--- src/rtl/sync_fifo_pkg.sv ---
// sync_fifo_pkg: default parameters and derived depth shared by the sync_fifo slice
package sync_fifo_pkg;
  localparam int D_WIDTH_DEF   = 4;
  localparam int A_HEIGHT_DEF  = 4;
  localparam int AF_THRESH_DEF = 14;
  localparam int AE_THRESH_DEF = 2;
  localparam int DEPTH_DEF     = 1 << A_HEIGHT_DEF;
endpackage

--- src/rtl/sync_fifo_ram.sv ---
// fifo_ram: simple dual-port array, synchronous write, registered enabled read
module fifo_ram
  import sync_fifo_pkg::*;
#(
  parameter int D_WIDTH  = D_WIDTH_DEF,
  parameter int A_HEIGHT = A_HEIGHT_DEF
) (
  input  logic                clk,
  input  logic                rst_n,
  input  logic                we,
  input  logic [A_HEIGHT-1:0] waddr,
  input  logic [D_WIDTH-1:0]  wdata,
  input  logic                re,
  input  logic [A_HEIGHT-1:0] raddr,
  output logic [D_WIDTH-1:0]  rdata
);
  logic [D_WIDTH-1:0] mem [1<<A_HEIGHT];
  // storage is never reset; a same-address read in this cycle sees the old word
  always_ff @(posedge clk)
    if (we) mem[waddr] <= wdata;
  // read register holds its value unless a read is accepted
  always_ff @(posedge clk or negedge rst_n)
    if (!rst_n) rdata <= '0;
    else if (re) rdata <= mem[raddr];
endmodule

--- src/rtl/sync_fifo.sv ---
// sync_fifo: parametrised synchronous FIFO with count and threshold flags; SYNC_FIFO_ERR_EN adds sticky overflow/underflow
module sync_fifo
  import sync_fifo_pkg::*;
#(
  parameter int D_WIDTH   = D_WIDTH_DEF,
  parameter int A_HEIGHT  = A_HEIGHT_DEF,
  parameter int AF_THRESH = AF_THRESH_DEF,
  parameter int AE_THRESH = AE_THRESH_DEF
) (
  input  logic                clk,
  input  logic                rst_n,
  input  logic                write,
  input  logic [D_WIDTH-1:0]  data_in,
  input  logic                read,
  output logic [D_WIDTH-1:0]  data_out,
  output logic                full,
  output logic                empty,
  output logic                almost_full,
  output logic                almost_empty,
  output logic [A_HEIGHT:0]   count
`ifdef SYNC_FIFO_ERR_EN
  ,
  output logic                overflow,
  output logic                underflow
`endif
);
  localparam logic [A_HEIGHT:0] ONE   = {{A_HEIGHT{1'b0}}, 1'b1};
  localparam logic [A_HEIGHT:0] DEPTH = (A_HEIGHT+1)'(1 << A_HEIGHT);
  localparam logic [A_HEIGHT:0] AF_C  = (A_HEIGHT+1)'(AF_THRESH);
  localparam logic [A_HEIGHT:0] AE_C  = (A_HEIGHT+1)'(AE_THRESH);
  logic [A_HEIGHT:0] wr_ptr, rd_ptr;
  logic wr_acc, rd_acc;
  assign wr_acc = write & (~full | read);
  assign rd_acc = read & ~empty;
  assign full         = count == DEPTH;
  assign empty        = count == '0;
  assign almost_full  = count >= AF_C;
  assign almost_empty = count <= AE_C;
  // pointers wrap naturally over A_HEIGHT+1 bits; count tracks net accepted operations
  always_ff @(posedge clk or negedge rst_n)
    if (!rst_n) begin
      wr_ptr <= '0;
      rd_ptr <= '0;
      count  <= '0;
    end else begin
      wr_ptr <= wr_acc ? wr_ptr + ONE : wr_ptr;
      rd_ptr <= rd_acc ? rd_ptr + ONE : rd_ptr;
      count  <= (wr_acc && !rd_acc) ? count + ONE : (rd_acc && !wr_acc) ? count - ONE : count;
    end
`ifdef SYNC_FIFO_ERR_EN
  // sticky error flags; a read paired with a write on an empty FIFO is not an underflow
  always_ff @(posedge clk or negedge rst_n)
    if (!rst_n) begin
      overflow  <= 1'b0;
      underflow <= 1'b0;
    end else begin
      overflow  <= overflow | (write & full & ~read);
      underflow <= underflow | (read & empty & ~write);
    end
`endif
  fifo_ram #(.D_WIDTH(D_WIDTH), .A_HEIGHT(A_HEIGHT)) u_ram (
    .clk   (clk),
    .rst_n (rst_n),
    .we    (wr_acc),
    .waddr (wr_ptr[A_HEIGHT-1:0]),
    .wdata (data_in),
    .re    (rd_acc),
    .raddr (rd_ptr[A_HEIGHT-1:0]),
    .rdata (data_out)
  );
endmodule

--- config.mk ---
export PLATFORM = sky130hd
export DESIGN_NAME = sync_fifo
export DESIGN_NICKNAME = d
export VERILOG_FILES = /design/src/rtl/sync_fifo_pkg.sv /design/src/rtl/sync_fifo_ram.sv /design/src/rtl/sync_fifo.sv
export SDC_FILE = /design/constraint.sdc
export NUM_CORES = 1
export LEC_CHECK = 0
export CAP_MARGIN = 20
export CORE_ASPECT_RATIO = 0.9
export CORE_MARGIN = 2
export CORE_UTILIZATION = 53
export DETAILED_ROUTE_END_ITERATION = 8
export GPL_TIMING_DRIVEN = 0
export PLACE_DENSITY = 0.83
export SLEW_MARGIN = 30
export SYNTH_ARGS = -nofsm -noshare
export SYNTH_HDL_FRONTEND = slang
export SYNTH_SLANG_ARGS = --single-unit
--- constraint.sdc ---
create_clock -name clk -period 2.6 [get_ports clk]
set_input_delay 0.39 -clock clk [delete_from_list [all_inputs] [get_ports clk]]
set_output_delay 0.39 -clock clk [all_outputs]
set_load 0.02 [all_outputs]
* Yosys cells after proc, flatten, opt, wreduce, memory -nomap -nowiden
Memories as Yosys holds them, arrays and structs flattened. A register that Yosys moved wholly into a read port is not among the register bits.
Index checks and enable logic that the tools add are counted.
** Operators by class
- Add/subtract/negate cells :: 4
- $mul :: 0
- Div/mod/pow operators :: 0
- $lt $le $gt $ge :: 2
- Equal/unequal tests :: 1
- Shift-type cells :: 0
- Muxes and demuxes :: 4
- Bitwise gates (word level) :: 5
- Reductions and logical operators :: 7
** Operators with widths (count)
- $add A5 B1 Y5 const B :: 3
- $mux W5 :: 2
- $eq A5 B5 Y1 const B :: 1
- $ge A5 B4 Y1 const B :: 1
- $le A5 B2 Y1 const B :: 1
- $logic_not A5 Y1 :: 1
- $sub A5 B1 Y5 const B :: 1
- $logic_not A1 Y1 :: 3
- $and A1 B1 Y1 :: 2
- $logic_and A1 B1 Y1 :: 2
- $mux W1 :: 2
- $not A1 Y1 :: 2
- $reduce_bool A2 Y1 :: 1
- $or A1 B1 Y1 :: 1
** Storage, ports and cells
- Register bits after elaboration :: 15
- Bits in latches :: 0
- Memory bits (writable) :: 64
- Memory bits (read-only) :: 0
- Input bits :: 8
- Output and inout port bits :: 13
- Word-level logic and storage cells :: 27
- Memories :: 1
** Memory list
- u_ram.mem :: depth 16, width 4, rd ports 1, clocked after memory_dff 1, wr ports 1, RTL line sync_fifo_ram.sv:17 : logic [D_WIDTH-1:0] mem [1<<A_HEIGHT];

* Longest topological paths before layout
Gate-level depths: netlist (run 1).
- Depth after elaboration :: 8
- Depth in mapped cells :: 10
- Mapped depth without buffers :: 10

* By module
Synthesis (run 1) repeated with hierarchy kept, for this count alone.
** Second synthesis, totals
- Cell total of the unflattened synthesis :: 202
- Area total of the unflattened synthesis :: 3563.4 µm²
** Modules (own cells, without submodules)
- fifo_ram :: instances 1, cells each 128, area each 2761.4 µm², seq. area each 2021.9 µm²
- sync_fifo :: instances 1, cells each 74, area each 802.0 µm², seq. area each 325.3 µm²

* Least setup slack after synthesis (run 1)
No wires, ideal clock.
- Kind :: register -> register
- From :: register count[0]
- To :: register count[4]
- Arrival :: 2.776 ns
- Required time :: 2.519 ns
- Path slack :: -0.257 ns
- Stages on the path, launching flop included :: 11
- Path buffers :: 0
- Period minus slack after synthesis :: 2.857 ns
- Cells stage by stage :: dfrtp_1 > or4_4 > o21a_1 > clkinv_1 > ha_1 > inv_1 > fa_1 > a21o_1 > a21oi_1 > mux2i_1 > xnor2_1
** Between the ends
- Word-level cells in the longest chain between the ends :: 7
** RTL lines
- start, declared :: RTL line sync_fifo.sv:20 : output logic [A_HEIGHT:0] count
- start signal, assigned :: RTL line sync_fifo.sv:48 : count <= (wr_acc && !rd_acc) ? count + ONE : (rd_acc && !wr_acc) ? count - ONE : count;
- branches (longest 7 deep; another with $sub A5 B1 Y5)
Several ways; the timed one is not identified. The select of a mux whose other input is x is not followed.
A chain may end at the register's enable or synchronous reset.

* Final worst setup path (run 1)
- From :: register count[3]
- To :: register count[4]
The elaborated chain is that of the path after synthesis.

==> flow_summary.toml, run 1 <==
[status]
status = "complete, no violations"

[synthesis]
syn_inst = 201
synth-seq-cells = 81
yosys_warnings = 0
async_reset_ff_share_pct = 21.0
syn_avg_cell_area_um2 = 17.0
ys_seq_area_share_pct = 68.8
synth_edf_count = 64
synth_nets = 219
syn_area_um2 = 3410
ys_dominant_reg_cell = "edfxtp_1"
yosysUniqueCellTypes = 32

[sta]
setup_ws_ns = 0.00175
finalSetupViolations = 0
hold_viol_final = 0
finalMaxSlewViolations = 0
tns_ns = 0
clock_skew_ns = 0.00788
min_period_ns = 2.60
rsz0062_at_grt = "true"
fmax_mhz = 385
fin_crit_sh_pct = 99.9
worstMarginPinSlew_ns = 0.762
maxSlewHeadroom_pct = 49.0

[worst_setup_path]
crit_path_cell_trace = "or4_4 -> o21a_4 -> clkinv_4 -> ha_4 -> inv_6 -> fa_2 -> a21o_1 -> a21oi_2 -> mux2i_1 -> xnor2_1"
worstSetupPathType = "reg2reg"
critPathArrivalTime_ns = 2.88
max_stage_delay_ns = 0.55
ff2ff_path_depth = 10
crit_fanout = 5
cp-start-kind = "flip-flop"
end_kind = "flip-flop"
crit_slowest_cell = "or4_4"
required_ns = 2.89

[pwr]
p_int_mw = 3.26
power_mw = 4.78
combPwrFrac_pct = 38.2
power.leakage_nw = 1.51
switching_share_pct = 31.8
p_sw_mw = 1.52
irDropWorstVdd_v = 0.000551
p_per_area_nw_per_um2 = 1160
clkPwrFrac_pct = 24.7
seq_power_share_pct = 37.0

[placement]
place_area_um2 = 3770
dp_hpwl_mm = 4.12
port_buffers = 20
pre_cts_ws_ns = -0.0790
place.gp.congestion = 0.830

[clocking]
root_buffer = "clkbuf_8"
clk_pin_slew_ns = 0.08
cts_tree = "yes"
cts_max_level = 3
numCtsBuffers = 9
clock_latency_ns = 0.36
cts_buffer_depth = 2
clkSinkCount = 81
hold_buffers = 0

[run]
drv_cap = 0

[final_layout]
final_cell_area_um2 = 4130
final-seq-area_um2 = 2350
multi_input_area_um2 = 1030
diodes = 0
drive_gt1_share_pct = 26.9
fin_nets = 262
post-route-util_pct = 66.9
fillCellCount = 412
syn_to_final_growth_pct = 21.2

[die]
placementRows = 27
die_w_um = 88.6
core-area_um2 = 6180
die_h_um = 80.1
io_pins = 21
dieArea_um2 = 7090
start_util_pct = 55.2

[routing]
drtIter0Drc = 143
drt_pre_antenna_iters = 5
final_antenna_net_count = 0
drc = 0
viasPerCell = 5.57
avgRoutedWirePerCell_um = 19.1
vias = 1871
wirelength_mm = 6.41

[hold_path]
holdCritPathClass = "in2async"

[grt]
grt_pass1_vias = 1880
grt_usage_pct = 20.5
grt_max_degree = 18
grt_antenna_before_repair = 0
grt_pass1_wl_mm = 9.96
grt_overflow = 0
## flip-flops by register name, summed over array words and instances, names as in the netlist
register     flops
u_ram.mem       64
count            5
rd_ptr           4
wr_ptr           4
u_ram.rdata      4
## placed cells by master (no fill, tap or decap), drive strengths merged
cell type,count
nand2b,3
xnor2,9
mux2i,9
mux2,1
a21o,2
nand3,1
o21ai,3
xor2,1
nand4,2
clkinv,4
o21a,1
ha,9
fa,1
nor2,16
buf,20
clkdlybuf4s50,18
o221ai,4
inv,4
edfxtp,64
bufinv,4
nor3,4
dlymetal6s2s,2
clkbuf,11
mux4,16
dfrtp,17
o31a,1
nand2,18
a2111oi,1
a21oi,2
or4,1
## synthesized netlist by cell type (2+ instances only)
master,count,share of area (%)
buf_2,6,0.88
clkbuf_1,2,0.22
nor2_1,16,1.8
inv_1,4,0.44
nor3_1,4,0.59
xnor2_1,9,2.3
edfxtp_1,64,56
a21oi_1,2,0.29
ha_1,9,3.3
o21ai_0,3,0.44
dfrtp_1,17,12
nand2_1,17,1.9
mux2i_1,9,2.6
nand2b_1,3,0.55
mux4_2,16,11
o221ai_1,4,1.0
## routing by layer
layer	share of wire, %	vias to the layer above	track usage, %
met5	0	-	0
met1	42	957	28.2
met2	50	58	30.2
met4	1.8	0	6.36
li1	-	845	-
met3	6.5	11	8.22
## metrics by stage
stage | hold slack [ns] | cells
after floorplan | 0.0944 | 201
after global placement | 0.472 | 308
after detailed placement | 0.485 | 308
after CTS | 0.496 | 332
after global routing | 0.518 | 336
final | 0.480 | 336
## critical path: cells and delay by family (launching register included)
| kind | cells | cell delay [ns] |
|---|---|---|
| fa+ha+maj | 2 | 0.48 |
| flops | 1 | 0.42 |
| xor+xnor | 1 | 0.13 |
| simple gates | 1 | 0.55 |
| mux | 1 | 0.23 |
| buf+inv | 2 | 0.10 |
| compound gates | 3 | 0.62 |
## timing repair
item,in CTS,in global routing
pin swaps,4,12
buffers inserted,8,5
gates resized for setup,2,3
setup endpoints to repair,2,3
gates cloned,0,0
## worst paths after layout
check	from	to	slack [ns]
hold / removal	rst_n	wr_ptr[1]	0.48
setup / recovery	count[3]	count[4]	0.002
hold reg to reg	rd_ptr[3]	rd_ptr[3]	0.49
setup reg to reg	count[3]	count[4]	0.002
min in group clk	rd_ptr[3]	rd_ptr[3]	0.49
max in group asynchronous	rst_n	count[3]	1.59
## power groups by stage
stage | clock, mW | sequential, mW | combinational (mW)
5_1_grt | 1.26 | 1.80 | 1.99
6_report | 1.18 | 1.77 | 1.83
3_3_place_gp | 0 | 1.82 | 1.60
2_1_floorplan | 0 | 1.88 | 1.08
3_5_place_dp | 0 | 1.83 | 1.64
4_1_cts | 1.20 | 1.77 | 1.75
## cells by family after synthesis
family	Yosys count	synth area share (%)
adder cells (fa/ha/maj)	10	3.89
multiplexers	26	13.5
XOR/XNOR	10	2.57
AND/OR/NAND/NOR	45	6.13
buffers and inverters	15	2.09
flip-flops	81	68.8
AO/OA/AOI/OAI	14	2.97
## area by class of cell
class / count / area share, %
well taps: 87 / 2.63
multi-input cells: 105 / 25.0
inverters: 5 / 0.696
plain buffers: 9 / 0.999
flip-flops and latches: 81 / 56.9
clock inverters: 7 / 3.45
repair buffers: 33 / 7.32
clock buffers: 9 / 3.00
Note: power is estimated with default switching activity, not from simulation.
==> run 2: changes to the inputs <==
--- a/config.mk
+++ b/config.mk
@@ -6,7 +6,7 @@
 export NUM_CORES = 1
 export LEC_CHECK = 0
 export CAP_MARGIN = 20
-export CORE_ASPECT_RATIO = 0.9
+export CORE_ASPECT_RATIO = 0.75
 export CORE_MARGIN = 2
 export CORE_UTILIZATION = 53
 export DETAILED_ROUTE_END_ITERATION = 8
==> flow_summary.toml, run 2 (synthesized netlist as in run 1, its figures left out) <==
[grt]
grt_usage_pct = 20.1
grt_pass1_vias = 1871
grt_antenna_before_repair = 0
grt_overflow = 0
grt_max_degree = 18
grt_pass1_wl_mm = 10.3

[sta]
min_period_ns = 2.52
rsz0062_at_grt = "true"
worstMarginPinSlew_ns = 0.762
setup_ws_ns = 0.0850
finalSetupViolations = 0
hold_viol_final = 0
finalMaxSlewViolations = 0
fin_crit_sh_pct = 96.7
clock_skew_ns = 0.00854
maxSlewHeadroom_pct = 49.0
tns_ns = 0
fmax_mhz = 398
holdWs_ns = 0.479

[die]
io_pins = 21
placementRows = 25
die_h_um = 73.5
dieArea_um2 = 7100
die_w_um = 96.6
core-area_um2 = 6260
start_util_pct = 54.5

[pwr]
p_sw_mw = 1.49
p_int_mw = 2.81
clkPwrFrac_pct = 18.0
power.leakage_nw = 1.40
p_per_area_nw_per_um2 = 1080
seq_power_share_pct = 41.3
switching_share_pct = 34.6
power_mw = 4.30
combPwrFrac_pct = 40.7
irDropWorstVdd_v = 0.000406

[worst_setup_path]
ff2ff_path_depth = 10
cp-endpoint = "count[4]"
crit_path_cell_trace = "or4_4 -> o21a_4 -> clkinv_4 -> ha_4 -> inv_6 -> fa_2 -> a21o_1 -> a21oi_2 -> mux2i_1 -> xnor2_1"
cp-start-kind = "flip-flop"
end_kind = "flip-flop"
critPathArrivalTime_ns = 2.80
worstReg2RegStart = "count[1]"
crit_slowest_cell = "or4_4"
crit_fanout = 5
r2r_end = "count[4]"
crit_start = "count[1]"
rrSetupSlack_ns = 0.08
max_stage_delay_ns = 0.56
required_ns = 2.88
worstSetupPathType = "reg2reg"

[final_layout]
final_cells = 324
diodes = 0
drive_gt1_share_pct = 24.3
final_common_cell = "edfxtp_1"
final_cell_mix = "64 x edfxtp_1, 20 x clkdlybuf4s50_1, 17 x nand2_1"
final_cell_area_um2 = 3970
syn_to_final_growth_pct = 16.5
top_register = "u_ram.mem"
fin_nets = 256
top_regs = "u_ram.mem x64, count x5"
largest_reg_flops = 64
post-route-util_pct = 63.5

[hold_path]
holdCritPathClass = "in2async"

[routing]
avgRoutedWirePerCell_um = 19.4
wirelength_mm = 6.27
drtIter0Drc = 123
final_antenna_net_count = 0
vias = 1832
viasPerCell = 5.65
drt_pre_antenna_iters = 4
drc = 0

[clocking]
clock_latency_ns = 0.35
cts_max_level = 3
root_buffer = "clkbuf_8"
numCtsBuffers = 9
cts_tree = "yes"
clk_pin_slew_ns = 0.08
cts_buffer_depth = 2
clkSinkCount = 81

[placement]
place_area_um2 = 3760
place.gp.congestion = 0.779
dp_hpwl_mm = 4.29
pre_cts_ws_ns = -0.101
port_buffers = 20
dp.cells = 302

[run]
drv_cap = 0

[status]
status = "complete, no violations"
## run 2: cell types whose count changed in the layout (fill, tap and decap cells not counted), sizes merged
cell	delta
buf	-6
bufinv	-4
clkbuf	+1
clkdlybuf4s50	+2
clkinv	+2
clkinvlp	+1
dlymetal6s2s	-2
## run 2: area by class of cell
| class | count | area (um^2) |
|---|---|---|
| plain buffers | 9 | 41.3 |
| clock inverters | 6 | 35.0 |
| well taps | 81 | 101 |
| clock buffers | 10 | 128 |
| inverters | 5 | 28.8 |
| multi-input cells | 105 | 1040 |
| repair buffers | 27 | 253 |
| fillers | 451 | 2280 |
| flip-flops and latches | 81 | 2350 |
## run 2: metal layers
layer / global-route usage (%) / routed length (um) / vias to the layer above
li1: - / - / 838
met1: 27.5 / 2730 / 925
met2: 31.6 / 2960 / 65
met3: 7.71 / 539 / 4
met4: 4.23 / 32 / 0
met5: 0 / 0 / -
## run 2: worst min path at each step
stage,endpoint,from
6_report,count[0],rst_n
4_1_cts,rd_ptr[3],rst_n
2_1_floorplan,count[0],rst_n
3_5_place_dp,u_ram.rdata[1],u_ram.rdata[1]
5_1_grt,count[0],rst_n
3_3_place_gp,u_ram.rdata[1],u_ram.rdata[1]
## run 2: worst max-delay path, delay by kind of cell (launching register included)
kind                       cells  cell delay (ns)
adders and majority gates      2             0.48
and+or+nand+nor                1             0.56
buffers and inverters          2             0.10
xor gates and xnor gates       1             0.13
muxes                          1             0.23
AOI/OAI and AO/OA              3             0.53
DFF                            1             0.41
## run 2: timing repair
item                                    in CTS  in global routing
hold buffers                                 0                  0
gates resized for setup                      4                  1
pin swaps                                   11                  6
setup buffers                                6                  1
endpoints found under the setup margin       2                  3
## run 2: power by group through the flow
stage / logic, mW / registers [mW] / clock network, mW
3_3_place_gp: 1.62 / 1.82 / 0
3_5_place_dp: 1.67 / 1.83 / 0
2_1_floorplan: 1.08 / 1.88 / 0
5_1_grt: 1.92 / 1.80 / 0.843
4_1_cts: 1.76 / 1.78 / 0.789
6_report: 1.75 / 1.78 / 0.774
